### config.mk
export PLATFORM = sky130hd
export DESIGN_NAME = int_ctrl
export DESIGN_NICKNAME = d
export VERILOG_FILES = /design/src/rtl/int_ctrl_pkg.sv /design/src/rtl/int_prio_enc.sv /design/src/rtl/int_ctrl.sv
export SDC_FILE = /design/constraint.sdc
export NUM_CORES = 1
export LEC_CHECK = 0
export CELL_PAD_IN_SITES_DETAIL_PLACEMENT = 1
export CELL_PAD_IN_SITES_GLOBAL_PLACEMENT = 2
export CORE_UTILIZATION = 15
export CTS_CLUSTER_SIZE = 16
export DETAILED_ROUTE_END_ITERATION = 8
export PLACE_DENSITY_LB_ADDON = 0.1
export SLEW_MARGIN = 20
export SYNTH_ARGS = -nofsm -noshare
export SYNTH_HDL_FRONTEND = slang
export SYNTH_SLANG_ARGS = --single-unit
### constraint.sdc
create_clock -name clk -period 2.45 [get_ports clk]
set_clock_uncertainty 0.05 [all_clocks]
set_input_delay 0.49 -clock clk [delete_from_list [all_inputs] [get_ports clk]]
set_output_delay 0.49 -clock clk [all_outputs]
set_load 0.03 [all_outputs]
### src/rtl/int_ctrl_pkg.sv
// Shared constants for the interrupt controller register window and CP0 interface.
// Pure definitions: no latency, no backpressure.
package int_ctrl_pkg;

   localparam logic [3:0] OFF_PEND = 4'h0;
   localparam logic [3:0] OFF_MASK = 4'h4;
   localparam logic [3:0] OFF_MODE = 4'h8;
   localparam logic [3:0] OFF_ID   = 4'hc;

   localparam int HWINT_W = 6;

endpackage

### src/rtl/int_prio_enc.sv
// Fixed-priority encoder: returns index+1 of the lowest set request, 0 when idle.
// Combinational, zero latency; no backpressure.
module int_prio_enc #(
   parameter int N_SRC = 6
) (
   input  logic [N_SRC-1:0] req,
   output logic [2:0]       id
);

   // Scan from the top so the lowest index is the last to write and wins.
   always_comb begin
      id = 3'd0;
      for (int i = N_SRC - 1; i >= 0; i--) begin
         if (req[i]) id = 3'(i + 1);
      end
   end

endmodule

### src/rtl/int_ctrl.sv
// Memory-mapped interrupt controller: latches sources, masks them onto hwint, W1C acknowledge.
// Latency: one cycle from source/write to hwint/ack; reads are combinational. No backpressure.
module int_ctrl
   import int_ctrl_pkg::*;
#(
   parameter int          N_SRC = 6,
   parameter logic [31:0] BASE  = 32'h0000_7f20
) (
   input  logic               clk,
   input  logic               reset,
   input  logic [N_SRC-1:0]   irq_src,
   input  logic [31:0]        wr_addr,
   input  logic [3:0]         wr_byteen,
   input  logic [31:0]        wr_data,
   input  logic [31:0]        rd_addr,
   output logic [31:0]        rd_data,
   output logic [HWINT_W-1:0] hwint,
   output logic               ack
);

   localparam logic [29:0] W_BASE = BASE[31:2];
   localparam logic [29:0] W_PEND = W_BASE + {28'd0, OFF_PEND[3:2]};
   localparam logic [29:0] W_MASK = W_BASE + {28'd0, OFF_MASK[3:2]};
   localparam logic [29:0] W_MODE = W_BASE + {28'd0, OFF_MODE[3:2]};
   localparam logic [29:0] W_ID   = W_BASE + {28'd0, OFF_ID[3:2]};

   logic [N_SRC-1:0] pend, mask, mode, prev;
   logic [N_SRC-1:0] set_vec, clr_vec, pm;
   logic             wr_pend, wr_mask, wr_mode, ack_q;
   logic [2:0]       id;
   logic             unused_bits;

   assign wr_pend = (|wr_byteen) && (wr_addr[31:2] == W_PEND);
   assign wr_mask = (wr_byteen == 4'hf) && (wr_addr[31:2] == W_MASK);
   assign wr_mode = (wr_byteen == 4'hf) && (wr_addr[31:2] == W_MODE);

   // Edge-mode bits suppress the set while the previous sample was already high.
   assign set_vec = irq_src & ~(mode & prev);
   assign clr_vec = wr_pend ? wr_data[N_SRC-1:0] : '0;

   always_ff @(posedge clk) begin
      if (!reset) begin
         pend  <= '0;
         mask  <= '0;
         mode  <= '0;
         prev  <= '0;
         ack_q <= 1'b0;
      end else begin
         prev  <= irq_src;
         pend  <= (pend & ~clr_vec) | set_vec;
         ack_q <= wr_pend;
         if (wr_mask) mask <= wr_data[N_SRC-1:0];
         if (wr_mode) mode <= wr_data[N_SRC-1:0];
      end
   end

   assign pm    = pend & mask;
   assign hwint = HWINT_W'(pm);
   assign ack   = ack_q;

   int_prio_enc #(.N_SRC(N_SRC)) u_prio (
      .req (pm),
      .id  (id)
   );

   always_comb begin
      rd_data = 32'd0;
      if      (rd_addr[31:2] == W_PEND) rd_data = 32'(pend);
      else if (rd_addr[31:2] == W_MASK) rd_data = 32'(mask);
      else if (rd_addr[31:2] == W_MODE) rd_data = 32'(mode);
      else if (rd_addr[31:2] == W_ID)   rd_data = 32'(id);
   end

   assign unused_bits = ^{wr_addr[1:0], rd_addr[1:0], wr_data};

endmodule

# --- Word level (Yosys, flattened, before mapping) ---
# Index checks and enable logic that the tools add are counted.
# W data, S select, Z words.
op_classes:
  bitwise: 7
  n_reduce_logical: 4
  mux: 11
  n_eq_ne: 8
ops:
  columns: ["cell", "n"]
  rows:
  - ["$eq A30 B13 Y1 const B", 7]
  - ["$and A6 B6 Y6", 4]
  - ["$mux W6", 4]
  - ["$mux W3", 7]
  - ["$not A6 Y6", 2]
  - ["$or A6 B6 Y6", 1]
  - ["$eq A4 B4 Y1 const B", 1]
  - ["$reduce_or A4 Y1", 1]
  - ["$logic_and A1 B1 Y1", 3]
totals:
  in_bits: 108
  register_bits: 25
  out_inout_bits: 39

# --- Longest topological paths before layout ---
depth:
  word_depth: 11
  ltp_mapped: 5
  ltp_nobuf: 5

# --- Modules after synthesis ---
# From an unflattened synthesis, not the netlist that was laid out.
hier_totals:
  hier_cells: 179
  area_unflattened_um2: 1599.0
by_module_without_submodules:
  columns: ["module", "seq_area_each_um2", "area_per_inst_um2", "cells_per_inst", "n_inst"]
  rows:
  - ["int_ctrl", 500.5, 1550.2, 171, 1]
  - ["int_prio_enc", 0.0, 48.8, 8, 1]

# --- Worst setup path after synthesis ---
# No wires, ideal clock.
synth_timing:
  kind: "input -> output"
  from: "input port rd_addr[15]"
  to: "output port rd_data[2]"
  setup_slack_ns: -0.466
  t_arrival_ns: 2.376
  required_time_ns: 1.910
  path_buffers: 1
  stages: 4
  path_cell_list: "or4b_1 -> or4_1 -> clkbuf_1 -> a221oi_1"
synth_via:
  elab_chain_len: 5
  elab_cells_between_ends: 8
  cone_classes: "eq/ne (4); mux (4)"
synth_rtl:
  columns: ["element", "line", "text"]
  rows:
  - ["from (decl)", "int_ctrl.sv:15", "input logic [31:0] rd_addr,"]
  - ["$eq A30 B13 Y1", "int_ctrl.sv:71", "else if (rd_addr[31:2] == W_ID) rd_data = 32'(id);"]
  - ["$mux W3", "int_ctrl.sv:71", null]
  - ["$mux W6", "int_ctrl.sv:70", "else if (rd_addr[31:2] == W_MODE) rd_data = 32'(mode);"]
  - ["$mux W6", "int_ctrl.sv:69", "else if (rd_addr[31:2] == W_MASK) rd_data = 32'(mask);"]
  - ["$mux W6 *", "int_ctrl.sv:68", "if (rd_addr[31:2] == W_PEND) rd_data = 32'(pend);"]
  - ["to (decl)", "int_ctrl.sv:16", "output logic [31:0] rd_data,"]
# Mark *: on every way between the ends. The rest lies on a longest branch, timed or not.

# --- Worst setup path in the final report ---
layout_timing:
  from: "input port rd_addr[11]"
  to: "output port rd_data[5]"
layout_via:
  elab_chain_len: 4
  elab_cells_between_ends: 6
  cone_classes: "eq/ne (3); mux (3)"
layout_rtl:
  columns: ["element", "line"]
  rows:
  - ["$eq A30 B13 Y1", "int_ctrl.sv:70"]
  - ["$mux W6", "int_ctrl.sv:70"]
  - ["$mux W6", "int_ctrl.sv:69"]
  - ["$mux W6 *", "int_ctrl.sv:68"]
# Marks and branches as above.

==> flow_summary_export.csv <==
group,metric,value,unit
yosys,syn-cell-area,1610,sq um
setup_path,timing.rr.end,"pend[0]$_SDFF_PN0_",
yosys,synthCells,195,
clocking,cts_buffers,3,
power_and_ir_drop,ir_drop,0.000185,V
power_and_ir_drop,power.leakage,0.00125,uW
clocking,root_buffer,"clkbuf_8",
setup_path,criticalPathCategory,"input pin to primary output",
setup_path,r2r_cells,3,
cells_and_area,fin_cells,435,
routing,drt_first_pass_iters,4,
yosys,ys_ff_latch,25,
worst_hold_path,hold_start,"mask[1]$_SDFFE_PN0P_",
cells_and_area,final_layout_size_suffix_gt1_share,19.7,%
setup_path,crit_fanout,5,
clocking,worst_skew_pair.late_latency,0.27,ns
job,drv_cap,0,
cells_and_area,fin_nets,408,
clocking,cts.clk_slew.worst_paths,0.09,ns
floorplanning,fp.coreArea,10400,sq um
place,numPortBuffers,90,
routing,vias_per_cell,3.75,
yosys,async_reset_ff_share,0,%
power_and_ir_drop,p_total,928,uW
sta,fin_crit_sh,109,%
routing,vias,1631,
floorplanning,die_h,105,um
setup_path,worst_setup_path_start_kind,"input pin",
outcome,status,"complete, but fails checks",
cells_and_area,fin_area,2870,sq um
clocking,cts_num_sinks,25,
global_route,grt_pass1_wl,8940,um
floorplanning,die_area,11100,sq um
floorplanning,num_rows,37,
yosys,synth_cell_types,37,
clocking,cts_tree,"built",
setup_path,reg2reg_from,"mode[0]$_SDFFE_PN0P_",
sta,max_freq,376,MHz
routing,drtIter0Drc,28,
sta,maxSlewViolCount,0,
routing,ant_nets,0,
yosys,ys_seq_area_share,31.2,%
global_route,grt.overflow.total,0,
cells_and_area,syn2layout_area_growth,78.7,%
yosys,synth_area_per_cell,8.23,sq um
yosys,synth_warnings,0,
global_route,grt_usage,10.5,%
place,hpwl,4810,um
cells_and_area,fill_cells,1220,
outcome,failed_checks,"setup timing",
place,routabilityCongestion,0.669,
routing,wl,5790,um
sta,setup_violations,6,
setup_path,critPathArrivalTime,2.12,ns
sta,setup_ws,-0.212,ns
sta,min_period,2.66,ns
cells_and_area,n_antenna_cell,0,
global_route,grt_pass1_vias,1739,
worst_hold_path,whs_endpoint,"mask[1]$_SDFFE_PN0P_",
setup_path,startpoint,"rd_addr[11]",
place,place_inst,428,
global_route,grt_max_degree,27,
sta,hold_viol_final,0,
floorplanning,die_w,105,um
place,dpl-instance-area,2750,sq um
clocking,cts_buffer_depth,2,
floorplanning,pin_count,147,
setup_path,cp.required,1.91,ns
clocking,cts-htree-levels,1,
worst_hold_path,hold_path_class,"register to register",
routing,wl_per_cell,13.3,um
global_route,antenna_found_initial,0,
yosys,synth-edff-count,0,
routing,drc,0,
setup_path,critPathCaptureType,"primary output",
worst_hold_path,hold_depth,2,
power_and_ir_drop,power.density,323,nW/um^2
setup_path,rrSetupSlack,1.52,ns
floorplanning,initial_core_util,15.5,%
yosys,ys.flop_type,"dfxtp_1",
sta,rsz0062_at_grt,"yes",
-- worst max-delay path by stage --
stage            endpoint  slack, ns
6_report       rd_data[5]      -0.21
3_5_place_dp   rd_data[1]      -0.62
3_3_place_gp   rd_data[1]      -0.59
2_1_floorplan  rd_data[2]     -0.006
5_1_grt        rd_data[0]      -0.27
4_1_cts        rd_data[1]      -0.32
-- repair_timing --
item / in CTS / in global routing
gates cloned: 0 / 0
setup endpoints to repair: 6 / 6
resized for setup: 38 / 43
pin swaps: 10 / 9
setup buffers: 3 / 0
hold buffers: 0 / 0
-- routing by layer --
metal | wire length (um) | track usage [%] | part of all wire (%) | vias to the layer above
met5 | 0 | 0 | 0 | -
met2 | 2950 | 19.4 | 51 | 39
met3 | 216 | 2.23 | 3.7 | 2
li1 | - | - | - | 835
met1 | 2590 | 12.5 | 45 | 755
met4 | 35 | 1.51 | 0.60 | 0
-- sequential cells by signal, summed over array words and instances (netlist names) --
register / cells
mask: 6
pend: 6
mode: 6
ack: 1
prev: 6
-- synthesized netlist by cell type (4+ instances only) --
cell type / number / area share, %
nand2_1: 27 / 6.3
nor2_1: 13 / 3.0
dfxtp_1: 25 / 31
nor2b_1: 9 / 3.5
a21boi_0: 5 / 2.3
a21oi_1: 11 / 3.4
buf_4: 26 / 12
clkbuf_1: 5 / 1.2
mux2i_1: 16 / 10
and2_1: 9 / 3.5
nand4_1: 4 / 1.6
inv_1: 5 / 1.2
o21ai_0: 5 / 1.6
nor4_1: 6 / 2.3
-- stage by stage --
stage                     hold WS (ns)  setup WS, ns  util [%]  TNS [ns]
after floorplan                  0.397      -0.00590         -  -0.00590
after global placement           0.414        -0.586      26.5     -4.43
after detailed placement         0.420        -0.624      26.5     -4.90
after CTS                        0.434        -0.321      27.4     -1.65
after global routing             0.466        -0.267      27.7     -1.47
final                            0.429        -0.212      27.7     -1.14
-- placed cells by master (no fill, tap or decap), types with 10 or more instances in the layout --
| cell | instances |
|---|---|
| a21oi_1 | 10 |
| nand2_1 | 27 |
| clkdlybuf4s50_1 | 61 |
| buf_4 | 12 |
| nor2_1 | 10 |
| dfxtp_1 | 25 |
| mux2i_1 | 16 |
| conb_1 | 26 |
-- where the power goes --
part / internal, uW / switching, uW
clock network: 116 / 133
registers: 418 / 8.22
logic: 131 / 120
total: 666 / 262
-- critical path, cell delays in order --
cell             delay (ns)
clkdlybuf4s50_1        0.47
nand4_1                0.09
or4_4                  0.55
buf_8                  0.16
buf_6                  0.11
nor2_4                 0.11
buf_6                  0.14
-- cell type report --
cell class                      count  area, sq um  area share (%)
Inverter                            5         18.8           0.654
Sequential cell                    25          500            17.4
Tap cell                          136          170            5.93
Clock buffer                        4         45.0            1.57
Timing Repair Buffer              107         1060            37.0
Multi-Input combinational cell    158         1070            37.4
-- cells by family (layout without fill, tap and decap cells) --
kind of cell / Yosys count / count (layout) / synth area share, %
AOI/OAI and AO/OA: 29 / 29 / 11.0
DFF: 25 / 25 / 31.2
buffers and inverters: 37 / 116 / 14.7
and+or+nand+nor: 87 / 87 / 32.9
muxes: 16 / 16 / 9.98
other: 1 / 26 / 0.234
No activity file was read; power rests on OpenSTA's default activity.
